$ cat src/rtl/noc_input_port_requester.sv
// noc_input_port_requester
// ------------------------
// Router input unit for one link direction. Incoming flits are buffered in a
// small credit-flow-controlled FIFO. The head flit of each packet is XY-routed
// (X first) and the resulting 3-bit next-hop code is requested from every output
// arbiter. The route is held from head to tail (wormhole). Each grant dequeues
// one flit, and each dequeue returns one credit upstream one cycle later.
//
// Optional feature macro: IPB_ERR_CHECK_EN
//   When defined, err_o is a sticky protocol-error flag. When undefined, err_o
//   is tied low.
//
// Ports:
//   clk             clock
//   reset           asynchronous, active-low reset
//   flit_valid_i    upstream flit present this cycle
//   flit_data_i     upstream flit; [FLIT_W-1:FLIT_W-2] holds the flit type
//   grant_i         OR of all output arbiter grants to this input
//   nexthop_addr_o  requested output: N=000 S=001 W=010 E=011 L=100 none=111
//   flit_o          current FIFO head flit (zero when the FIFO is empty)
//   credit_o        one-cycle credit pulse back to the upstream router
//   occupancy_o     registered FIFO fill level
//   err_o           sticky protocol error
module noc_input_port_requester #(
  parameter int FLIT_W   = 32,
  parameter int DEPTH    = 4,
  parameter int COORD_W  = 2,
  parameter int ROUTER_X = 0,
  parameter int ROUTER_Y = 0
) (
  input  logic                         clk,
  input  logic                         reset,
  input  logic                         flit_valid_i,
  input  logic [FLIT_W-1:0]            flit_data_i,
  input  logic                         grant_i,
  output logic [2:0]                   nexthop_addr_o,
  output logic [FLIT_W-1:0]            flit_o,
  output logic                         credit_o,
  output logic [$clog2(DEPTH+1)-1:0]   occupancy_o,
  output logic                         err_o
);

  localparam int PTR_W = $clog2(DEPTH);
  localparam int CNT_W = $clog2(DEPTH+1);

  localparam logic [COORD_W-1:0] MY_X = COORD_W'(ROUTER_X);
  localparam logic [COORD_W-1:0] MY_Y = COORD_W'(ROUTER_Y);

  localparam logic [2:0] HOP_N    = 3'b000;
  localparam logic [2:0] HOP_S    = 3'b001;
  localparam logic [2:0] HOP_W    = 3'b010;
  localparam logic [2:0] HOP_E    = 3'b011;
  localparam logic [2:0] HOP_L    = 3'b100;
  localparam logic [2:0] HOP_NONE = 3'b111;

  typedef enum logic {IDLE, ACTIVE} state_t;

  state_t                r_state;
  state_t                w_nextState;
  logic [FLIT_W-1:0]     r_mem [DEPTH];
  logic [PTR_W-1:0]      r_wrPtr;
  logic [PTR_W-1:0]      r_rdPtr;
  logic [CNT_W-1:0]      r_count;
  logic [2:0]            r_route;
  logic                  r_credit;

  logic                  w_empty;
  logic                  w_full;
  logic [FLIT_W-1:0]     w_head;
  logic [1:0]            w_headType;
  logic                  w_isHead;
  logic                  w_isTail;
  logic [COORD_W-1:0]    w_destX;
  logic [COORD_W-1:0]    w_destY;
  logic [2:0]            w_route;
  logic                  w_deq;
  logic                  w_enq;
  logic                  w_loadRoute;

  assign w_empty    = (r_count == '0);
  assign w_full     = (r_count == CNT_W'(DEPTH));
  assign w_head     = r_mem[r_rdPtr];
  assign w_headType = w_head[FLIT_W-1:FLIT_W-2];
  // Type encoding: bit 0 marks a head (01/11), bit 1 marks a tail (10/11).
  assign w_isHead   = w_headType[0];
  assign w_isTail   = w_headType[1];
  assign w_destX    = w_head[2*COORD_W-1:COORD_W];
  assign w_destY    = w_head[COORD_W-1:0];

  // A full FIFO still accepts a write when the head leaves in the same cycle.
  assign w_enq = flit_valid_i && (!w_full || w_deq);

  assign flit_o      = w_empty ? '0 : w_head;
  assign credit_o    = r_credit;
  assign occupancy_o = r_count;

  // XY routing on the head flit: resolve X first, then Y, else local.
  always_comb begin
    w_route = HOP_L;
    if (w_destX > MY_X)      w_route = HOP_E;
    else if (w_destX < MY_X) w_route = HOP_W;
    else if (w_destY > MY_Y) w_route = HOP_N;
    else if (w_destY < MY_Y) w_route = HOP_S;
  end

  // Next-state and request logic. A stray non-head flit in IDLE is dropped
  // (dequeued without a grant) so the port cannot lock up behind it.
  always_comb begin
    w_nextState    = r_state;
    w_deq          = 1'b0;
    w_loadRoute    = 1'b0;
    nexthop_addr_o = HOP_NONE;
    case (r_state)
      IDLE: begin
        if (!w_empty) begin
          if (w_isHead) begin
            w_nextState = ACTIVE;
            w_loadRoute = 1'b1;
          end else begin
            w_deq = 1'b1;
          end
        end
      end
      ACTIVE: begin
        if (!w_empty) begin
          nexthop_addr_o = r_route;
          if (grant_i) begin
            w_deq = 1'b1;
            if (w_isTail) w_nextState = IDLE;
          end
        end
      end
      default: w_nextState = IDLE;
    endcase
  end

  // State, pointers, fill level, held route and the registered credit pulse.
  always_ff @(posedge clk or negedge reset) begin
    if (!reset) begin
      r_state  <= IDLE;
      r_wrPtr  <= '0;
      r_rdPtr  <= '0;
      r_count  <= '0;
      r_route  <= HOP_NONE;
      r_credit <= 1'b0;
    end else begin
      r_state  <= w_nextState;
      r_credit <= w_deq;
      if (w_enq) r_wrPtr <= r_wrPtr + PTR_W'(1);
      if (w_deq) r_rdPtr <= r_rdPtr + PTR_W'(1);
      r_count  <= r_count + CNT_W'(w_enq) - CNT_W'(w_deq);
      if (w_loadRoute) r_route <= w_route;
    end
  end

  // Flit storage; contents need no reset because flit_o is gated by w_empty.
  always_ff @(posedge clk) begin
    if (w_enq) r_mem[r_wrPtr] <= flit_data_i;
  end

`ifdef IPB_ERR_CHECK_EN
  logic r_err;
  logic r_pastHead;
  logic w_errEvent;

  // Protocol violations: dropped write, orphan body/tail in IDLE, or a new
  // head reaching the FIFO head before the current packet's tail.
  always_comb begin
    w_errEvent = (flit_valid_i && w_full && !w_deq) ||
                 (r_state == IDLE && !w_empty && !w_isHead) ||
                 (r_state == ACTIVE && r_pastHead && !w_empty && w_isHead);
  end

  // r_pastHead marks that this packet's own head has already left the FIFO.
  always_ff @(posedge clk or negedge reset) begin
    if (!reset) begin
      r_err      <= 1'b0;
      r_pastHead <= 1'b0;
    end else begin
      if (w_errEvent) r_err <= 1'b1;
      if (w_loadRoute) r_pastHead <= 1'b0;
      else if (r_state == ACTIVE && w_deq) r_pastHead <= 1'b1;
    end
  end

  assign err_o = r_err;
`else
  assign err_o = 1'b0;
`endif

endmodule

$ cat config.mk
export PLATFORM = sky130hd
export DESIGN_NAME = noc_input_port_requester
export DESIGN_NICKNAME = d
export VERILOG_FILES = /design/src/rtl/noc_input_port_requester.sv
export SDC_FILE = /design/constraint.sdc
export NUM_CORES = 1
export LEC_CHECK = 0
export ABC_CLOCK_PERIOD_IN_PS = 3900
export CORE_MARGIN = 10
export CORE_UTILIZATION = 35
export CTS_BUF_LIST = sky130_fd_sc_hd__clkbuf_8 sky130_fd_sc_hd__clkbuf_16
export DETAILED_ROUTE_END_ITERATION = 12
export PLACE_DENSITY = 0.61
export SLEW_MARGIN = 20
export SYNTH_ARGS = -nofsm -noshare
export SYNTH_HDL_FRONTEND = slang
export SYNTH_SLANG_ARGS = --single-unit
$ cat constraint.sdc
create_clock -name clk -period 3.9 [get_ports clk]
set_clock_uncertainty 0.2 [all_clocks]
set_input_delay 0.78 -clock clk [delete_from_list [all_inputs] [get_ports clk]]
set_output_delay 0.78 -clock clk [all_outputs]
set_load 0.005 [all_outputs]
# Word-level counts from Yosys, hierarchy flattened

Memory sizes are Yosys's and may differ from the RTL's.
Cells that the tools add are included.

Bits in registers: 12
Bits in writable memories: 128
Bits of input ports: 36
Output and inout bits: 40
Logic and storage cells: 42
Memories: 1

Add/subtract/negate cells: 4
Magnitude comparators: 4
Equal/unequal tests: 1
Muxes and demuxes: 21
Bitwise gates (word level): 1
Reduce and logical (&&, ||, !) cells: 4

Memories:

| name  | words | width | read ports | clocked after memory_dff | wr ports | line | RTL |
|---|---|---|---|---|---|---|---|
| r_mem | 4     | 32    | 1          | 0                        | 1        | 60   | `logic [FLIT_W-1:0] r_mem [DEPTH];` |

Operators with widths:

| cell                                                                            | number |
|---|---|
| 32-bit 2-to-1 mux                                                               | 1 |
| 3-bit 2-to-1 mux                                                                | 6 |
| 1-bit 2-to-1 mux                                                                | 12 |
| 2-bit by 1-bit adder with 2-bit output, second input constant                   | 2 |
| 2-bit by 1-bit greater-than comparator with 1-bit output, second input constant | 2 |
| 2-bit by 1-bit < comparator with 1-bit output, second input constant            | 2 |
| 1-bit case mux with 2 select lines                                              | 2 |
| 3-bit by 1-bit adder with 3-bit output                                          | 1 |
| 3-bit == test, second input constant                                            | 1 |
| 3-bit logical NOT                                                               | 1 |
| 3-bit by 1-bit subtractor with 3-bit output                                     | 1 |
| 1-bit logical AND                                                               | 1 |
| 1-bit logical NOT                                                               | 1 |
| 1-bit logical OR                                                                | 1 |
| 1-bit NOT                                                                       | 1 |

# Longest topological paths before layout

Gate-level depths: netlist of run 1.
An unclocked memory read counts as a cell.

Depth after elaboration: 8
Mapped depth: 12
Gate-level depth less buffers: 11

# Least setup slack after synthesis of run 1

OpenSTA, ideal clock, no wires.

Path type: flip-flop to flip-flop
Start point: register r_rdPtr[0]
End point: register r_count[2], in the netlist occupancy_o[2]
Library setup time: 0.125 ns
Data arrival time: 2.662 ns
Required time: 3.575 ns
Setup slack: 0.913 ns
Stages on the path, launching flop included: 13
Buffers on the path: 1
Period minus slack after synthesis: 2.987 ns
Cells stage by stage: dfrtp_1 buf_6 mux4_2 a211oi_4 o21a_4 inv_1 ha_1 inv_1 ha_1 inv_1 fa_1 xnor2_1 xnor2_1

Longest elaborated chain between the ends: 8

RTL lines:

| what                                            | line | RTL |
|---|---|---|
| start: declaration                              | 62   | `logic [PTR_W-1:0] r_rdPtr;` |
| start signal: assignment                        | 150  | `if (w_deq) r_rdPtr <= r_rdPtr + PTR_W'(1);` |
| memory 4 x 32 bit (*)                           | n/a  |  |
| 1-bit 2-to-1 mux (*)                            | 116  | `if (w_isHead) begin` |
| 1-bit 2-to-1 mux (*)                            | 115  | `if (!w_empty) begin` |
| 1-bit case mux with 2 select lines (*)          | 113  | `case (r_state)` |
| named net w_deq                                 | 76   | `logic w_deq;` |
| 1-bit logical OR                                | 91   | `assign w_enq = flit_valid_i && (!w_full \|\| w_deq);` |
| 1-bit logical AND                               | 91   |  |
| 3-bit by 1-bit adder with 3-bit output          | 151  | `r_count <= r_count + CNT_W'(w_enq) - CNT_W'(w_deq);` |
| 3-bit by 1-bit subtractor with 3-bit output (*) | 151  |  |
| end signal: assignment                          | 151  |  |
| end: declaration                                | 63   | `logic [CNT_W-1:0] r_count;` |

Mark *: on every way through the listed nets, which the timed path passes. The rest lies on a longest branch.
A chain may end at the register's enable or synchronous reset.

# Final worst setup path of run 1

Start point: register r_rdPtr[0]
End point: output port flit_o[14]

Longest elaborated chain between the ends: 2

RTL lines:

| what              | line | RTL |
|---|---|---|
| memory 4 x 32 bit | n/a  |  |
| 32-bit 2-to-1 mux | 93   | `assign flit_o = w_empty ? '0 : w_head;` |
| end: declaration  | 37   | `output logic [FLIT_W-1:0] flit_o,` |

Every way passes these cells.

==> impl_metrics.sql, run 1 <==
INSERT INTO impl_metrics (metric_group, metric, value, unit) VALUES
('status', 'status', 'complete, no violations', ''),
('detailed_routing', 'drt_pre_antenna_iters', '4', ''),
('timing', 'fin_tns_setup', '0', 'ps'),
('synth', 'synthDominantAreaCellType', 'edfxtp_1', ''),
('global_route', 'met2_usage_grt', '17.0', '%'),
('synth', 'synth_edf_count', '128', ''),
('die', 'rows', '45', ''),
('pwr', 'seq_power_share', '37.2', '%'),
('synth', 'synth_sequential_area_ratio', '75.8', '%'),
('detailed_routing', 'ant_nets', '0', ''),
('setup_path', 'critical_path.endpoint', 'flit_o[14]', ''),
('clock_network', 'cts_buffers', '17', ''),
('global_route', 'grt_antenna_before_repair', '1', ''),
('clock_network', 'ctsLongestPathBuffers', '2', ''),
('clock_network', 'cts.clk_slew.worst_paths', '60', 'ps'),
('layout', 'nNetsFinal', '388', ''),
('clock_network', 'postCtsSetupBuffers', '0', ''),
('pwr', 'power.internal', '4090', 'µW'),
('clock_network', 'cts_max_level', '4', ''),
('place', 'place.gp.congestion', '0.675', ''),
('die', 'die_area', '20900', 'µm²'),
('global_route', 'largest_net_degree_at_the_start_of_global_routing', '34', ''),
('die', 'ios', '76', ''),
('setup_path', 'critical_path_max_stage_delay', '600', 'ps'),
('setup_path', 'cp_data_arrival_time', '2560', 'ps'),
('clock_network', 'cts_resized', '0', ''),
('global_route', 'gr-max-usage-layer', 'met2', ''),
('clock_network', 'tritoncts', 'yes', ''),
('pwr', 'power.switching', '1560', 'µW'),
('timing', 'relSlewSlack', '55.4', '%'),
('synth', 'postSynthRegisterBits', '139', ''),
('setup_path', 'cp-start-kind', 'flop', ''),
('layout', 'layout-drive-gt1-share', '23.7', '%'),
('timing', 'setup-violations-final', '0', ''),
('timing', 'highest_attainable_clock_frequency', '282', 'MHz'),
('global_route', 'grt.overflow.total', '0', ''),
('global_route', 'grt_pass1_wl', '15800', 'µm'),
('pwr', 'vdd.ir_drop.worst', '0.000346', 'V'),
('synth', 'avgSynthCellArea', '21.2', 'µm²'),
('setup_path', 'critical_path_top_delay_cell', 'mux4_2', ''),
('die', 'core_area', '15200', 'µm²'),
('place', 'dpl_worst_slack', '492', 'ps'),
('global_route', 'globalRouteTotalUtil', '10.4', '%'),
('synth', 'yosysWarnings', '0', ''),
('setup_path', 'worst-endpoint-required', '2920', 'ps'),
('setup_path', 'rrSetupSlack', '870', 'ps'),
('synth', 'async_flop_share', '7.91', '%'),
('job', 'cap_violations', '0', ''),
('timing', 'final-max-slew-violation-count', '0', ''),
('synth', 'synth.top_cells.by_count', '128 x edfxtp_1, 33 x nor2b_1, 32 x mux4_2, 9 x dfrtp_1, 7 x inv_1', ''),
('layout', 'filler_cell_count', '1298', ''),
('worst_hold_path', 'worst_hold_path_type', 'reg2reg', ''),
('detailed_routing', 'remaining_drc_errors', '0', ''),
('setup_path', 'timing.setup.critical_path_class', 'reg2out', ''),
('timing', 'worst_slew_pin_slew', '669', 'ps'),
('die', 'start_util', '35.8', '%'),
('synth', 'gate_count_after_technology_mapping', '256', ''),
('clock_network', 'worstSkewPairLatency', '410', 'ps'),
('pwr', 'power.clock.fraction', '27.1', '%'),
('synth', 'synth_top_cell_area_share', '70.7', '%'),
('pwr', 'leakagePower', '0.00236', 'µW'),
('global_route', 'met1_usage', '11.9', '%'),
('setup_path', 'worst-path-max-fanout', '33', ''),
('clock_network', 'cts_hold_buffers', '0', ''),
('setup_path', 'crit_chain', 'buf_4 -> mux4_2 -> nor2b_1 -> clkdlybuf4s50_1', ''),
('die', 'chipWidth', '145', 'µm'),
('timing', 'unrepaired_setup_endpoints_after_global_routing', 'no', ''),
('timing', 'layout_worst_path_cycle_share', '90.9', '%'),
('global_route', 'first_global_vias', '2844', ''),
('layout', 'antenna-diode-count', '0', ''),
('detailed_routing', 'route.vias.total', '2587', '');
-- cells in the final DEF, fill, tap and decap left out, types with 3 or more instances in the layout --
| cell | instances |
|---|---|
| xnor2_1 | 4 |
| edfxtp_1 | 128 |
| and2_2 | 4 |
| clkinv_2 | 4 |
| clkdlybuf4s50_1 | 74 |
| inv_1 | 7 |
| nor2b_1 | 33 |
| ha_1 | 6 |
| clkbuf_16 | 17 |
| clkinvlp_4 | 6 |
| dfrtp_1 | 7 |
| nand2_1 | 3 |
| mux4_2 | 32 |
| buf_4 | 5 |
| buf_12 | 3 |
-- layout make-up --
class	count	area (µm²)	share of cell area, %
multi-input cells	98	1230	17.6
inverters	7	26.3	0.373
clock buffers	17	425	6.05
clock inverters	15	151	2.15
well taps	188	235	3.34
flip-flops and latches	139	4120	58.6
repair buffers	82	838	11.9
-- flip-flops by register name, indices dropped and copies added, names as in the netlist --
| register | count |
|---|---|
| r_mem | 128 |
| occupancy_o | 3 |
| r_rdPtr | 2 |
| r_route | 2 |
| r_wrPtr | 2 |
| credit_o | 1 |
| r_state | 1 |
-- worst max-delay path, delay by kind of cell, from the launching register on --
family        cells  cell delay, ps
flops             1             370
mux               1             600
simple gates      1             150
buf+inv           2            1030
-- power by group through the flow --
stage	sequential, µW	combinational, µW	clock (µW)
4_1_cts	2110	2100	1570
2_1_floorplan	2110	1110	0
3_3_place_gp	2120	2070	0
3_5_place_dp	2140	2090	0
6_report	2100	2020	1530
5_1_grt	2130	2230	1630
-- through the flow --
step | power (µW) | cells | hold slack, ps | cell area, µm²
after floorplan | 3220 | 256 | 284 | 5440
after detailed placement | 4230 | 514 | 353 | 6460
after global routing | 5990 | 546 | 409 | 7040
after global placement | 4190 | 514 | 330 | 6460
after CTS | 5770 | 546 | 364 | 7040
final | 5650 | 546 | 368 | 7040
-- worst min-delay path by stage --
stage / from / to / slack, ps / cells after the start
after floorplan: reset / credit_o / 280 / 0
after global placement: r_wrPtr[1] / r_wrPtr[1] / 330 / 1
after detailed placement: r_wrPtr[1] / r_wrPtr[1] / 350 / 1
after CTS: r_wrPtr[1] / r_wrPtr[1] / 360 / 1
after global routing: r_wrPtr[1] / r_wrPtr[1] / 410 / 1
final: r_wrPtr[1] / r_wrPtr[1] / 370 / 1
-- routing by layer --
layer  share of wire (%)  vias to the layer above
met1                  41                     1324
met5                0.12                        -
li1                    -                     1186
met2                  51                       61
met4                 1.4                        2
met3                 6.1                       14
-- logic make-up after synthesis --
logic type,share of synthesized area (%)
AO/OA/AOI/OAI,0.736
XOR/XNOR,0.805
adder cells (fa/ha/maj),1.75
buffers and inverters,1.73
flip-flops,75.8
multiplexers,13.9
other,0.0689
AND/OR/NAND/NOR,5.27
(Power assumes the default switching activity.)
==> inputs of run 2 (changes only) <==
- ABC_AREA: default -> 0
==> results of run 2 <==
Same layout as run 1: the final DEF is identical, and so are final timing and power.
==> inputs of run 3 (changes only) <==
- CORE_UTILIZATION: 35 -> 40
- PLACE_DENSITY: 0.61 -> 0.67
==> run 3 against run 2 <==
Worst hold slack worse by 19 ps. Cell count is 2.6% lower. Sequential share of layout area is 0.95 points higher. Highest routed layer is now met4. Sequential power hardly changed. Via count is 0.97% lower. First-iteration DRC count is 22% higher.
==> impl_metrics.sql, run 3 (synthesis gave the netlist of run 1 again) <==
INSERT INTO impl_metrics (metric_group, metric, value, unit) VALUES
('timing', 'setup-violations-final', '0', ''),
('layout', 'antenna-diode-count', '0', ''),
('setup_path', 'worst-endpoint-required', '2920', 'ps'),
('clock_network', 'cts_buffers', '17', ''),
('detailed_routing', 'remaining_drc_errors', '0', ''),
('timing', 'fin_ws', '538', 'ps'),
('global_route', 'first_global_vias', '2803', ''),
('global_route', 'grt_antenna_before_repair', '0', ''),
('setup_path', 'rrSetupSlack', '790', 'ps'),
('setup_path', 'r2r.worst_path.cells', '11', ''),
('pwr', 'leakagePower', '0.00235', 'µW'),
('setup_path', 'worst-path-max-fanout', '19', ''),
('die', 'ios', '76', ''),
('timing', 'fin_tns_setup', '0', 'ps'),
('timing', 'final-max-slew-violation-count', '0', ''),
('detailed_routing', 'drt_pre_antenna_iters', '4', ''),
('clock_network', 'cts_sinks', '139', ''),
('clock_network', 'postCtsSetupBuffers', '0', ''),
('die', 'die_height', '137', 'µm'),
('setup_path', 'startpoint', 'r_rdPtr[1]', ''),
('die', 'chipWidth', '137', 'µm'),
('global_route', 'grt.overflow.total', '0', ''),
('setup_path', 'crit_chain', 'buf_4 -> mux4_2 -> nor2b_1 -> clkdlybuf4s50_1', ''),
('detailed_routing', 'detail_route.vias_per_cell', '4.82', ''),
('setup_path', 'critical_path_top_delay_cell', 'dfrtp_2', ''),
('detailed_routing', 'route.vias.total', '2562', ''),
('setup_path', 'worstReg2RegStart', 'r_rdPtr[1]', ''),
('pwr', 'vdd.ir_drop.worst', '0.000372', 'V'),
('clock_network', 'cts-root-buf', 'clkbuf_16', ''),
('worst_hold_path', 'worst_hold_path_type', 'reg2reg', ''),
('timing', 'final_period_minus_worst_setup_slack', '3360', 'ps'),
('detailed_routing', 'drt-wirelength-per-cell', '18.4', 'µm'),
('die', 'core_area', '13300', 'µm²'),
('layout', 'largest-register', 'r_mem', ''),
('layout', 'mostFrequentLayoutCell', 'edfxtp_1', ''),
('setup_path', 'worstReg2RegEnd', 'occupancy_o[2]', ''),
('layout', 'number_of_flip_flops_in_the_largest_register', '128', ''),
('worst_hold_path', 'hold_path_startpoint', 'r_wrPtr[1]', ''),
('status', 'status', 'complete, no violations', ''),
('place', 'detail_placement_hpwl', '6230', 'µm'),
('setup_path', 'cp-start-kind', 'flop', ''),
('die', 'rows', '42', ''),
('global_route', 'largest_net_degree_at_the_start_of_global_routing', '33', ''),
('global_route', 'globalRouteTotalUtil', '11.2', '%'),
('setup_path', 'cp_data_arrival_time', '2380', 'ps'),
('setup_path', 'worst_setup_path_end_kind', 'primary output', ''),
('layout', 'filler_cell_count', '1115', ''),
('timing', 'layout_worst_path_cycle_share', '86.2', '%'),
('pwr', 'power.density', '786', 'nW/µm²'),
('timing', 'unrepaired_setup_endpoints_after_global_routing', 'no', ''),
('clock_network', 'cts_max_level', '4', ''),
('timing', 'final-hold-violation-count', '0', ''),
('clock_network', 'cts.clk_slew.worst_paths', '50', 'ps'),
('layout', 'layout-drive-gt1-share', '20.2', '%'),
('clock_network', 'ctsLongestPathBuffers', '2', ''),
('timing', 'relSlewSlack', '65.6', '%'),
('layout', 'syn_to_final_growth', '27.3', '%'),
('layout', 'nNetsFinal', '389', ''),
('worst_hold_path', 'timing.hold.worst_path_depth', '1', ''),
('layout', 'final_util', '52.1', '%'),
('place', 'port-buffer-count', '74', ''),
('setup_path', 'critical_path_max_stage_delay', '590', 'ps'),
('layout', 'layout.cells.most_common_list', '128 x edfxtp_1, 74 x clkdlybuf4s50_1, 33 x nor2b_1', ''),
('place', 'place.detailed.instances', '503', ''),
('timing', 'highest_attainable_clock_frequency', '297', 'MHz'),
('clock_network', 'cts_resized', '0', ''),
('layout', 'layoutNonFillerInstCount', '532', ''),
('die', 'die_area', '18700', 'µm²'),
('clock_network', 'tritoncts', 'yes', ''),
('job', 'cap_violations', '0', ''),
('timing', 'worst_slew_pin_slew', '515', 'ps'),
('detailed_routing', 'drt_first_iter_violations', '143', ''),
('clock_network', 'worstSkewPairLatency', '410', 'ps'),
('clock_network', 'cts_hold_buffers', '0', ''),
('detailed_routing', 'drt_wl_total', '9780', 'µm'),
('worst_hold_path', 'hold_path_end', 'r_wrPtr[1]', ''),
('die', 'start_util', '40.9', '%'),
('setup_path', 'timing.setup.critical_path_class', 'reg2out', ''),
('detailed_routing', 'ant_nets', '0', ''),
('place', 'dpl_worst_slack', '514', 'ps'),
('global_route', 'grt_pass1_wl', '15200', 'µm'),
('place', 'place.gp.congestion', '0.666', '');
## run 3: area by class of cell
cell class                 instances  area, µm²  share of cell area (%)
multi-input combinational         98       1230                    17.8
tap                              176        220                    3.18
clock inverter                    12       71.3                    1.03
sequential                       139       4120                    59.6
clock buffer                      17        425                    6.14
timing repair buffer              83        821                    11.9
inverter                           7       26.3                   0.380
## run 3: routing by layer
metal | global-route usage [%] | vias to the layer above | part of all wire [%]
met5 | 0 | - | 0
met4 | 5.21 | 0 | 1.4
met3 | 5.02 | 12 | 6.8
met2 | 18.5 | 59 | 51
met1 | 12.3 | 1307 | 40
li1 | - | 1184 | -
## run 3: metrics by stage
step	instance area [µm²]	hold slack, ps	power, µW
6_report	6920	349	5440
5_1_grt	6920	385	5790
4_1_cts	6920	354	5560
3_5_place_dp	6430	342	4190
3_3_place_gp	6430	333	4160
2_1_floorplan	5440	284	3220
## run 3: power breakdown
part	internal [µW]	leakage, µW	switching, µW
Clock	836	0.000260	517
Sequential	2000	0.00130	132
Combinational	1150	0.000790	809
Total	3980	0.00235	1460
## run 3: worst max path at each step
stage,endpoint,cells past startpoint
finish,flit_o[0],4
detailed placement,occupancy_o[2],12
global route,flit_o[0],4
floorplan,occupancy_o[2],12
CTS,flit_o[0],4
global placement,occupancy_o[2],12
## run 3: worst max-delay path, delay by kind of cell, from the launching register on
family / cells / cell delay (ps)
buf+inv: 2 / 830
mux: 1 / 380
flops: 1 / 590
simple gates: 1 / 150
==> RTL change, RTL diff (settings of run 2) <==
Set the parameter `DEPTH` to 16 (it was 4).
--- a/src/rtl/noc_input_port_requester.sv
+++ b/src/rtl/noc_input_port_requester.sv
@@ -25,3 +25,3 @@
   parameter int FLIT_W   = 32,
-  parameter int DEPTH    = 4,
+  parameter int DEPTH    = 16,
   parameter int COORD_W  = 2,
Ports: changed (resized occupancy_o); port bits go from 76 to 78. No check against the original RTL was run, so the function may have changed too.
==> RTL change against run 2 <==
- worst setup slack got worse by 0.29 ns
- highest routed layer unchanged
- register-to-register slack got worse by 0.57 ns
- routed wire length increased to 5.0 times the old value
- final area increased to 3.6 times the old value
- synthesized cell count increased to 4.0 times the old value
- power increased to 3.4 times the old value
- sequential cell count increased by 390
- area after synthesis increased to 3.8 times the old value
==> RTL change: results (changes against run 2) <==
[status]
status=finished, final reports clean  ; unchanged

[place]
port-buffer-count=76  ; was 74
hpwl_mm=25.71  ; was 6.493 mm
gp_congestion=0.7375  ; was 0.6747

[cts]
cts_buffer_depth=3  ; was 2
cts_max_level=2  ; was 4
cts_setup_buffers=12  ; was 0
cts_resized=71  ; was 0
clk_latency_ns=0.60  ; was 0.41 ns
cts_buffers=52  ; was 17

[global_route]
grt_pass1_vias=10949  ; was 2,844
grt_usage_pct=14.18  ; was 10.44%
gr-usage-met2_pct=24.59  ; was 16.98%
grt_first_pass_wirelength_mm=74.13  ; was 15.79 mm
grt_max_degree=47  ; was 34
grtUsageMet1_pct=17.82  ; was 11.95%
antenna_found_initial=2  ; was 1
grtUsageMet3_pct=2.798  ; was 3.944%

[yosys]
synth-async-reset-ratio_pct=3.214  ; was 7.914%
synthCells=1031  ; was 256
synth.distinct_cells=59  ; was 28
synth-seq-area-share_pct=75.93  ; was 75.78%
synth_edf_count=512  ; was 128
synth_area_leaders=edfxtp_1 (74%), mux4_2 (7.8%), mux2i_1 (5.4%)  ; was edfxtp_1 (71%), mux4_2 (13%), dfrtp_1 (4.1%)

[route]
dr_wl_met3_mm=2.608  ; was 625 um
drt-initial-drc-count=871  ; was 117
wl_met1_mm=21.12  ; was 4.236 mm
vias_per_cell=5.337  ; was 4.738
firstDrtPassIters=5  ; was 4

[min_path]
holdCritStartpoint=r_route[2]$_DFFE_PN1P_  ; was r_wrPtr[1]$_DFFE_PN0P_
hold_path_end=r_route[2]$_DFFE_PN1P_  ; was r_wrPtr[1]$_DFFE_PN0P_

[setup_path]
critPathCapture=flit_o[30]  ; was flit_o[14]
crit_fanout=5  ; was 33
critPathLaunch=r_rdPtr[2]$_DFFE_PN0P_  ; was r_rdPtr[0]$_DFFE_PN0N_
arrival_ns=2.86  ; was 2.56 ns
r2r_slack_ns=0.30  ; was 0.87 ns
ff2ff_path_depth=18  ; was 11

[finish]
nets=1217  ; was 388
largest_reg_flops=512  ; was 128
finalNonFillerCells=1983  ; was 546
fillers=4999  ; was 1,298

[sta]
timing.hold.ws_ns=0.2880  ; was 0.3680 ns

[power_and_ir_drop]
p_int_mw=13.06  ; was 4.093 mW
combPwrFrac_pct=37.1  ; was 35.7%

RTL change: cell types whose count changed after synthesis, sizes merged, moves of 27 or more:
cell | before | now
mux4 | 32 | 72
edfxtp | 128 | 512
mux2i | 0 | 113
nand2 | 3 | 32
o221ai | 0 | 52
nor2b | 33 | 5
o22ai | 0 | 27
RTL change: final cells by class:
class	count	area [um^2]	area share [%]
clock buffers	52	1301	5.142
flip-flops and latches	529	15810	62.48
well taps	773	967.2	3.822
clock inverters	43	346.6	1.370
repair buffers	147	1809	7.149
multi-input cells	426	5022	19.85
inverters	13	48.80	0.1928
RTL change: worst max-delay path: stages, from the launching register on:
cell and delay [ns]:
dfrtp_2 0.50, buf_6 0.16, buf_4 0.17, mux4_2 0.34
a22oi_2 0.26, o21ai_2 0.15, and2_1 0.19, clkdlybuf4s50_1 0.47
RTL change: per-stage QoR:
| step | power [mW] | utilization, % | worst slack [ns] | cell area (um^2) |
|---|---|---|---|---|
| floorplan | 11.07 | - | -0.2351 | 20840 |
| global placement | 13.81 | 39.08 | 0.3414 | 23020 |
| detailed placement | 13.85 | 39.10 | 0.3405 | 23030 |
| CTS | 19.31 | 42.75 | -0.08714 | 25190 |
| global route | 20.11 | 42.96 | -0.01263 | 25310 |
| finish | 19.19 | 42.96 | 0.06334 | 25310 |
RTL change: cell families (layout without fill, tap and decap cells):
logic type | after synthesis | count (layout) | share of synthesized area, %
AOI/OAI and AO/OA | 135 | 135 | 5.290
xor gates and xnor gates | 10 | 10 | 0.4209
adders and majority gates | 12 | 12 | 0.7575
buffers and inverters | 76 | 255 | 1.948
DFF | 529 | 529 | 75.93
muxes | 188 | 188 | 13.41
other | 1 | 1 | 0.01802
and+or+nand+nor | 80 | 80 | 2.230
